$ cat config.mk
export PLATFORM = sky130hd
export DESIGN_NAME = bcd_sub_serial_flat
export DESIGN_NICKNAME = d
export VERILOG_FILES = /design/src/rtl/bcd_sub_serial_if.sv /design/src/rtl/bcd_sub_serial.sv /design/src/flat_wrapper.sv
export SDC_FILE = /design/constraint.sdc
export NUM_CORES = 1
export LEC_CHECK = 0
export CELL_PAD_IN_SITES_DETAIL_PLACEMENT = 0
export CELL_PAD_IN_SITES_GLOBAL_PLACEMENT = 1
export CORE_UTILIZATION = 38
export DETAILED_ROUTE_END_ITERATION = 7
export PLACE_DENSITY = 0.82
export SETUP_SLACK_MARGIN = 0.15
export SKIP_CTS_REPAIR_TIMING = 1
export SYNTH_ARGS = -nofsm -noshare
export SYNTH_HDL_FRONTEND = slang
export SYNTH_SLANG_ARGS = --single-unit
export TNS_END_PERCENT = 5
$ cat constraint.sdc
create_clock -name clk -period 2.9 [get_ports clk]
set_clock_uncertainty 0.05 [all_clocks]
set_input_delay 0.29 -clock clk [delete_from_list [all_inputs] [get_ports clk]]
set_output_delay 0.29 -clock clk [all_outputs]
set_load 0.01 [all_outputs]
$ cat src/rtl/bcd_sub_serial_if.sv
// Handshake bundle for the digit-serial packed-BCD subtractor.
// The operand side uses in_valid/in_ready and the result side uses out_valid/out_ready.
interface bcd_sub_serial_if #(
  parameter int DIGITS = 4
);
  logic                  in_valid;
  logic                  in_ready;
  logic [4*DIGITS-1:0]   a;
  logic [4*DIGITS-1:0]   b;
  logic                  out_valid;
  logic                  out_ready;
  logic [4*DIGITS-1:0]   diff;
  logic                  borrow;
  logic                  invalid;

  modport master (
    output in_valid, a, b, out_ready,
    input  in_ready, out_valid, diff, borrow, invalid
  );

  modport slave (
    input  in_valid, a, b, out_ready,
    output in_ready, out_valid, diff, borrow, invalid
  );
endinterface

$ cat src/rtl/bcd_sub_serial.sv
// Digit-serial packed-BCD subtractor: diff = a - b, one digit per clock, least-significant digit first.
// Operands with a nibble above 9 produce a zero result with the invalid flag set, after the same latency.
module bcd_sub_serial #(
  parameter int DIGITS = 4,
  parameter int CW     = 4
) (
  input  logic               clk,
  input  logic               rst,
  bcd_sub_serial_if.slave    bus
);
  localparam int W = 4 * DIGITS;

  typedef enum logic [1:0] {
    IDLE = 2'd0,
    CALC = 2'd1,
    DONE = 2'd2
  } state_t;

  state_t          state_q;
  logic [W-1:0]    a_q;
  logic [W-1:0]    b_q;
  logic [W-1:0]    res_q;
  logic [CW-1:0]   idx_q;
  logic            br_q;
  logic            inv_q;
  logic            out_valid_q;
  logic [W-1:0]    diff_q;
  logic            borrow_q;
  logic            invalid_q;

  logic [4:0]      t_d;
  logic [3:0]      dig_d;
  logic            br_d;
  logic [W-1:0]    res_d;
  logic            last_d;

  // True when any nibble of v lies outside 0..9.
  function automatic logic has_bad_nibble(input logic [W-1:0] v);
    logic bad;
    bad = 1'b0;
    for (int i = 0; i < DIGITS; i++) begin
      bad = bad | (v[4*i +: 4] > 4'd9);
    end
    return bad;
  endfunction

  // Current digit sits in the low nibble of the operand shift registers.
  always_comb begin
    t_d    = {1'b0, a_q[3:0]} - {1'b0, b_q[3:0]} - {4'd0, br_q};
    br_d   = t_d[4];
    if (t_d[4]) begin
      dig_d = 4'(t_d + 5'd10);
    end else begin
      dig_d = t_d[3:0];
    end
    res_d  = (res_q >> 4) | (W'(dig_d) << (W - 4));
    last_d = (idx_q == CW'(DIGITS - 1));
  end

  // Control FSM, operand/result shift registers and registered outputs.
  always_ff @(posedge clk) begin
    if (rst) begin
      state_q     <= IDLE;
      a_q         <= '0;
      b_q         <= '0;
      res_q       <= '0;
      idx_q       <= '0;
      br_q        <= 1'b0;
      inv_q       <= 1'b0;
      out_valid_q <= 1'b0;
      diff_q      <= '0;
      borrow_q    <= 1'b0;
      invalid_q   <= 1'b0;
    end else begin
      case (state_q)
        IDLE: begin
          if (bus.in_valid) begin
            a_q     <= bus.a;
            b_q     <= bus.b;
            inv_q   <= has_bad_nibble(bus.a) | has_bad_nibble(bus.b);
            idx_q   <= '0;
            br_q    <= 1'b0;
            state_q <= CALC;
          end
        end
        CALC: begin
          a_q   <= a_q >> 4;
          b_q   <= b_q >> 4;
          res_q <= res_d;
          br_q  <= br_d;
          idx_q <= idx_q + CW'(1);
          if (last_d) begin
            state_q     <= DONE;
            out_valid_q <= 1'b1;
            invalid_q   <= inv_q;
            diff_q      <= inv_q ? '0 : res_d;
            borrow_q    <= inv_q ? 1'b0 : br_d;
          end
        end
        DONE: begin
          if (bus.out_ready) begin
            state_q     <= IDLE;
            out_valid_q <= 1'b0;
          end
        end
        default: begin
          state_q     <= IDLE;
          out_valid_q <= 1'b0;
        end
      endcase
    end
  end

  assign bus.in_ready  = (state_q == IDLE) && !rst;
  assign bus.out_valid = out_valid_q;
  assign bus.diff      = diff_q;
  assign bus.borrow    = borrow_q;
  assign bus.invalid   = invalid_q;
endmodule

$ cat src/flat_wrapper.sv
// flat-port wrapper written by rule: the top's interface ports become plain ports
module bcd_sub_serial_flat 
#(
  parameter int DIGITS = 4,
  parameter int CW     = 4
)
  (clk, rst, bus_in_valid, bus_a, bus_b, bus_out_ready, bus_in_ready, bus_out_valid, bus_diff, bus_borrow, bus_invalid);
  bcd_sub_serial_if #(.DIGITS(DIGITS)) bus_i ();
  input  logic clk;
  input  logic rst;
  input wire logic [$bits(bus_i.in_valid)-1:0] bus_in_valid;
  input wire logic [$bits(bus_i.a)-1:0] bus_a;
  input wire logic [$bits(bus_i.b)-1:0] bus_b;
  input wire logic [$bits(bus_i.out_ready)-1:0] bus_out_ready;
  output wire logic [$bits(bus_i.in_ready)-1:0] bus_in_ready;
  output wire logic [$bits(bus_i.out_valid)-1:0] bus_out_valid;
  output wire logic [$bits(bus_i.diff)-1:0] bus_diff;
  output wire logic [$bits(bus_i.borrow)-1:0] bus_borrow;
  output wire logic [$bits(bus_i.invalid)-1:0] bus_invalid;
  assign bus_i.in_valid = bus_in_valid;
  assign bus_i.a = bus_a;
  assign bus_i.b = bus_b;
  assign bus_i.out_ready = bus_out_ready;
  assign bus_in_ready = bus_i.in_ready;
  assign bus_out_valid = bus_i.out_valid;
  assign bus_diff = bus_i.diff;
  assign bus_borrow = bus_i.borrow;
  assign bus_invalid = bus_i.invalid;
  bcd_sub_serial #(.DIGITS(DIGITS), .CW(CW)) u_core (.clk(clk), .rst(rst), .bus(bus_i));
endmodule
# Word level (Yosys, flattened, before mapping)
# Index checks and enable logic that the tools add are counted.
# W data, S select, Z words.
[word_totals]
rom_bits = 0
out_inout_bits = 20
in_bits = 36
n_memories = 0
latch_bits = 0
reg_bits = 75
ram_bits = 0
word_cells = 65
[classes]
shifts = 0
muxes = 18
reduce_logical = 9
magnitude_cmp = 8
div_mod_pow = 0
n_addsub = 4
bitwise = 9
eq_ne = 6
n_mul = 0
[ops]
columns = ["operator", "count"]
rows = [
  ["$pmux W16 S2", 2],
  ["$mux W16", 3],
  ["$gt A4 B4 Y1 const B", 8],
  ["$or A12 B16 Y16", 1],
  ["$mux W4", 2],
  ["$pmux W4 S2", 1],
  ["$or A1 B1 Y1", 7],
  ["$mux W2", 3],
  ["$pmux W2 S3", 1],
  ["$reduce_and A2 Y1", 3],
  ["$reduce_and A3 Y1", 2],
  ["$sub A4 B4 Y5", 1],
  ["$sub A5 B1 Y5", 1],
  ["$add A4 B1 Y4 const B", 1],
  ["$add A4 B4 Y4 const B", 1],
  ["$eq A4 B2 Y1 const B", 1],
  ["$mux W1", 4],
  ["$ne A2 B2 Y1 const B", 2],
  ["$pmux W1 S3", 1],
  ["$eq A2 B1 Y1 const B", 1],
  ["$eq A2 B2 Y1 const B", 1],
  ["$logic_not A2 Y1", 1],
  ["$ne A2 B1 Y1 const B", 1],
  ["$pmux W1 S2", 1],
  ["other kinds (4)", 4],
]

# Longest topological paths before layout
[logic_depth]
word_depth = 6
mapped_depth = 10
mapped_depth_nobuf = 10

# Least setup slack after synthesis
# No wires, ideal clock.
[synth_timing]
kind = "reg-to-reg"
startpoint = "register u_core.br_q"
endpoint = "register u_core.diff_q[14] (netlist: u_core.bus.diff[14])"
n_path_buf = 0
stages_incl_launch_ff = 11
period_less_slack_ns = 2.628
path_slack_ns = 0.272
t_arrival_ns = 2.445
required_ns = 2.718
setup_time_ns = 0.132
cell_sequence = "dfxtp_1 > inv_1 > fa_1 > fa_1 > xor2_1 > ha_1 > nor3b_1 > a211oi_1 > o221a_2 > nand2b_1 > a21oi_1"
[synth_between]
elab_chain_cells = 5
[synth_rtl]
columns = ["element", "line", "text"]
rows = [
  ["start: declaration", "bcd_sub_serial.sv:24", "logic br_q;"],
  ["start signal: assignment", "bcd_sub_serial.sv:90", "br_q <= br_d;"],
  ["$sub A5 B1 Y5 (*)", "bcd_sub_serial.sv:49", "t_d = {1'b0, a_q[3:0]} - {1'b0, b_q[3:0]} - {4'd0, br_q};"],
  ["$add A4 B4 Y4", "bcd_sub_serial.sv:52", "dig_d = 4'(t_d + 5'd10);"],
  ["$mux W4 (*)", "bcd_sub_serial.sv:51", "if (t_d[4]) begin"],
  ["$or A12 B16 Y16 (*)", "bcd_sub_serial.sv:56", "res_d = (res_q >> 4) | (W'(dig_d) << (W - 4));"],
  ["$mux W16 (*)", "bcd_sub_serial.sv:96", "diff_q <= inv_q ? '0 : res_d;"],
  ["end signal: assignment", "bcd_sub_serial.sv:96", ""],
  ["end: declaration", "bcd_sub_serial.sv:27", "logic [W-1:0] diff_q;"],
]
# Every way passes the cells marked *; elsewhere a longest branch is shown, timed or not.
# A chain may end at the register's enable or synchronous reset.

# Worst setup path in the final report
# Same ends and word-level chain as after synthesis.

==> metrics <==
Vias per Instance 5.16; TritonCTS clock tree built; Critical Path Start Type flop; Post-Syn Area per Cell 7.94 sq um; largest net degree at the start of global routing 74; CTS buffer count 9; Fill cells 811; Synth cell types 38; biggest area consumer among synthesized cells dfxtp_1; final number of hold-violating endpoints 0; Bufs on Longest Clock Path 2; Detail Placement HPWL 4.67 mm; Cells after Synth 405; most common cell in the netlist nand2_1; DRC viols 0; area share of the largest cell type after synthesis 0.442; clk_lat worst skew 340 ps; Data arrival, critical path 2740 ps; final period utilization 0.892; grt ovf 0; Max Cap Violations 0; core area 8220 sq um; DRT Wirelength 7.08 mm; vias in the first global route 2767; Die Area 8830 sq um; register cell area after layout 1420 sq um; cell count of the worst reg-to-reg path 10; power density over the cells 582 nW/um^2; synthesized area 3210 sq um; Pre-antenna DRT Iters 4; LEAKAGE 1.45 nW; required time worst endpoint 3050 ps; I/O pin count 56; CP peak stage delay 410 ps; status completed; Worst-Margin Slew 756 ps; Synth Register Bits 71; fmax 386 MHz; post-route ant nets 0; Post-Syn Nets 451; RSZ-0062 raised after global routing no; PortBufs 55; Final Max Tran Viols 0; yosys warns 0; Tmin final 2590 ps; hold_sp u_core.res_q[7]; Area Overhead vs Synth 26.1%; area of the multi-input gates 1640 sq um; worst-path maximum fanout 3; Hold Path End u_core.res_q[7]; Hold Path Cell Cnt 2; H-tree depth 3; Seq/Total Area, Yosys 0.442; Layout Utilization 0.493; diodes inserted 0; critical path class flop to flop; Main synth FF type dfxtp_1; Post-synth EDFFs 0; Chip Height 94.0 um; vias after detailed routing 2862; Initial Util 0.391; Tightest Hold Check Type flop to flop; setup tns final 0 ps; Cell Rows 33; WL per Instance 12.8 um; VDD IR-drop max 0.243 mV; initial antenna violation count 0; clock slew at reported path FFs 70 ps; R2R Path Start u_core.br_q; Crit-path slowest cell fa_2; Reg-to-Reg End u_core.bus.diff[14]; setup violators final 0; Iter 0 DRT Violations 124; Sink Count 71; CP endpoint kind flop; Die X 94.0 um; GP Congestion 0.727; first-pass GRT wire length 12.2 mm; Crit path top cell by count fa_2; Slew HR 0.496; share of layout cells above drive strength 1 0.0756; Synth area leaders dfxtp_1, nand2_1, a311oi_1; reg2reg setup slack 310 ps; ys async rst share 0; root buffer cell clkbuf_8; GRT Util Overall 0.175; Commonest cells post-synth nand2_1, dfxtp_1, nor2_1, a21oi_1, a311oi_1; Final #Nets 491; CP Cell Sequence inv_1 > fa_2 > fa_2 > xor2_1 > ha_1 > nor3b_2 > a211oi_2 > o221a_2 > nand2b_1 > a21oi_1
==> how the worst max path moves through the flow <==
stage / startpoint / to / slack, ps
2_1_floorplan: u_core.br_q / u_core.bus.diff[14] / 270
3_3_place_gp: u_core.br_q / u_core.bus.diff[14] / 160
3_5_place_dp: u_core.br_q / u_core.bus.diff[14] / 110
4_1_cts: u_core.br_q / u_core.bus.diff[14] / 80
5_1_grt: u_core.br_q / u_core.bus.diff[14] / 200
6_report: u_core.br_q / u_core.bus.diff[14] / 310
==> through the flow <==
step | total power, mW | std cells | hold WS (ps) | setup WS (ps) | instance area [sq um]
floorplan | 1.37 | 405 | 376 | 272 | 3210
global placement | 1.48 | 538 | 392 | 161 | 3810
detailed placement | 1.49 | 538 | 393 | 106 | 3810
CTS | 2.38 | 554 | 405 | 78.6 | 4030
global route | 2.48 | 555 | 431 | 200 | 4050
finish | 2.36 | 555 | 403 | 312 | 4050
==> cells by family (layout without fill, tap and decap cells) <==
kind of cell    Yosys count  count (layout)  share of synthesized area
simple gates            187             187                      0.265
fa+ha+maj                10              10                     0.0436
buf+inv                  40              85                     0.0522
flops                    71              71                      0.442
mux                       1               1                    0.00350
compound gates           93              93                      0.185
xor+xnor                  3               3                    0.00818
==> worst max-delay path, delay by kind of cell (launching register included) <==
family	cells	cell delay (ps)
flops	1	330
compound gates	3	460
xor+xnor	1	150
buf+inv	1	60
fa+ha+maj	3	1130
simple gates	2	260
==> where the power goes <==
part	internal [mW]	switching [mW]
clock	0.531	0.354
combinational	0.195	0.214
sequential	1.03	0.0376
total	1.76	0.605
==> final cells by class <==
class | instances | area share
clock buffers | 13 | 0.0392
clock inverters | 3 | 0.0161
inverters | 8 | 0.00741
multi-input cells | 294 | 0.405
flip-flops and latches | 71 | 0.351
well taps | 105 | 0.0324
repair buffers | 61 | 0.149
==> flip-flops by register name, summed over array words and instances (netlist names) <==
name	count
u_core.br_q	1
u_core.bus.diff	16
u_core.b_q	16
u_core.bus.borrow	1
u_core.a_q	16
u_core.res_q	12
u_core.inv_q	1
u_core.state_q	2
u_core.bus.out_valid	1
u_core.bus.invalid	1
u_core.idx_q	4
==> layer usage <==
layer  part of all wire  wire length (um)  GRT usage  vias up
li1                   -                 -          -     1470
met1               0.47              3310      0.199     1331
met2               0.49              3440      0.319       50
met3              0.032               228     0.0405       11
met4              0.015               103     0.0615        0
met5                  0                 0          0        -
==> cell usage in the layout, fill, tap and decap left out, drive strengths merged, types with 8 or more instances in the layout <==
cell            n
clkdlybuf4s50  54
nand2          85
o21ai          14
a21oi          41
a311oi         24
ha              8
dfxtp          71
nand3          15
clkbuf         13
nor2           52
nor3b          15
inv             8
No activity file was read; power rests on OpenSTA's default activity.
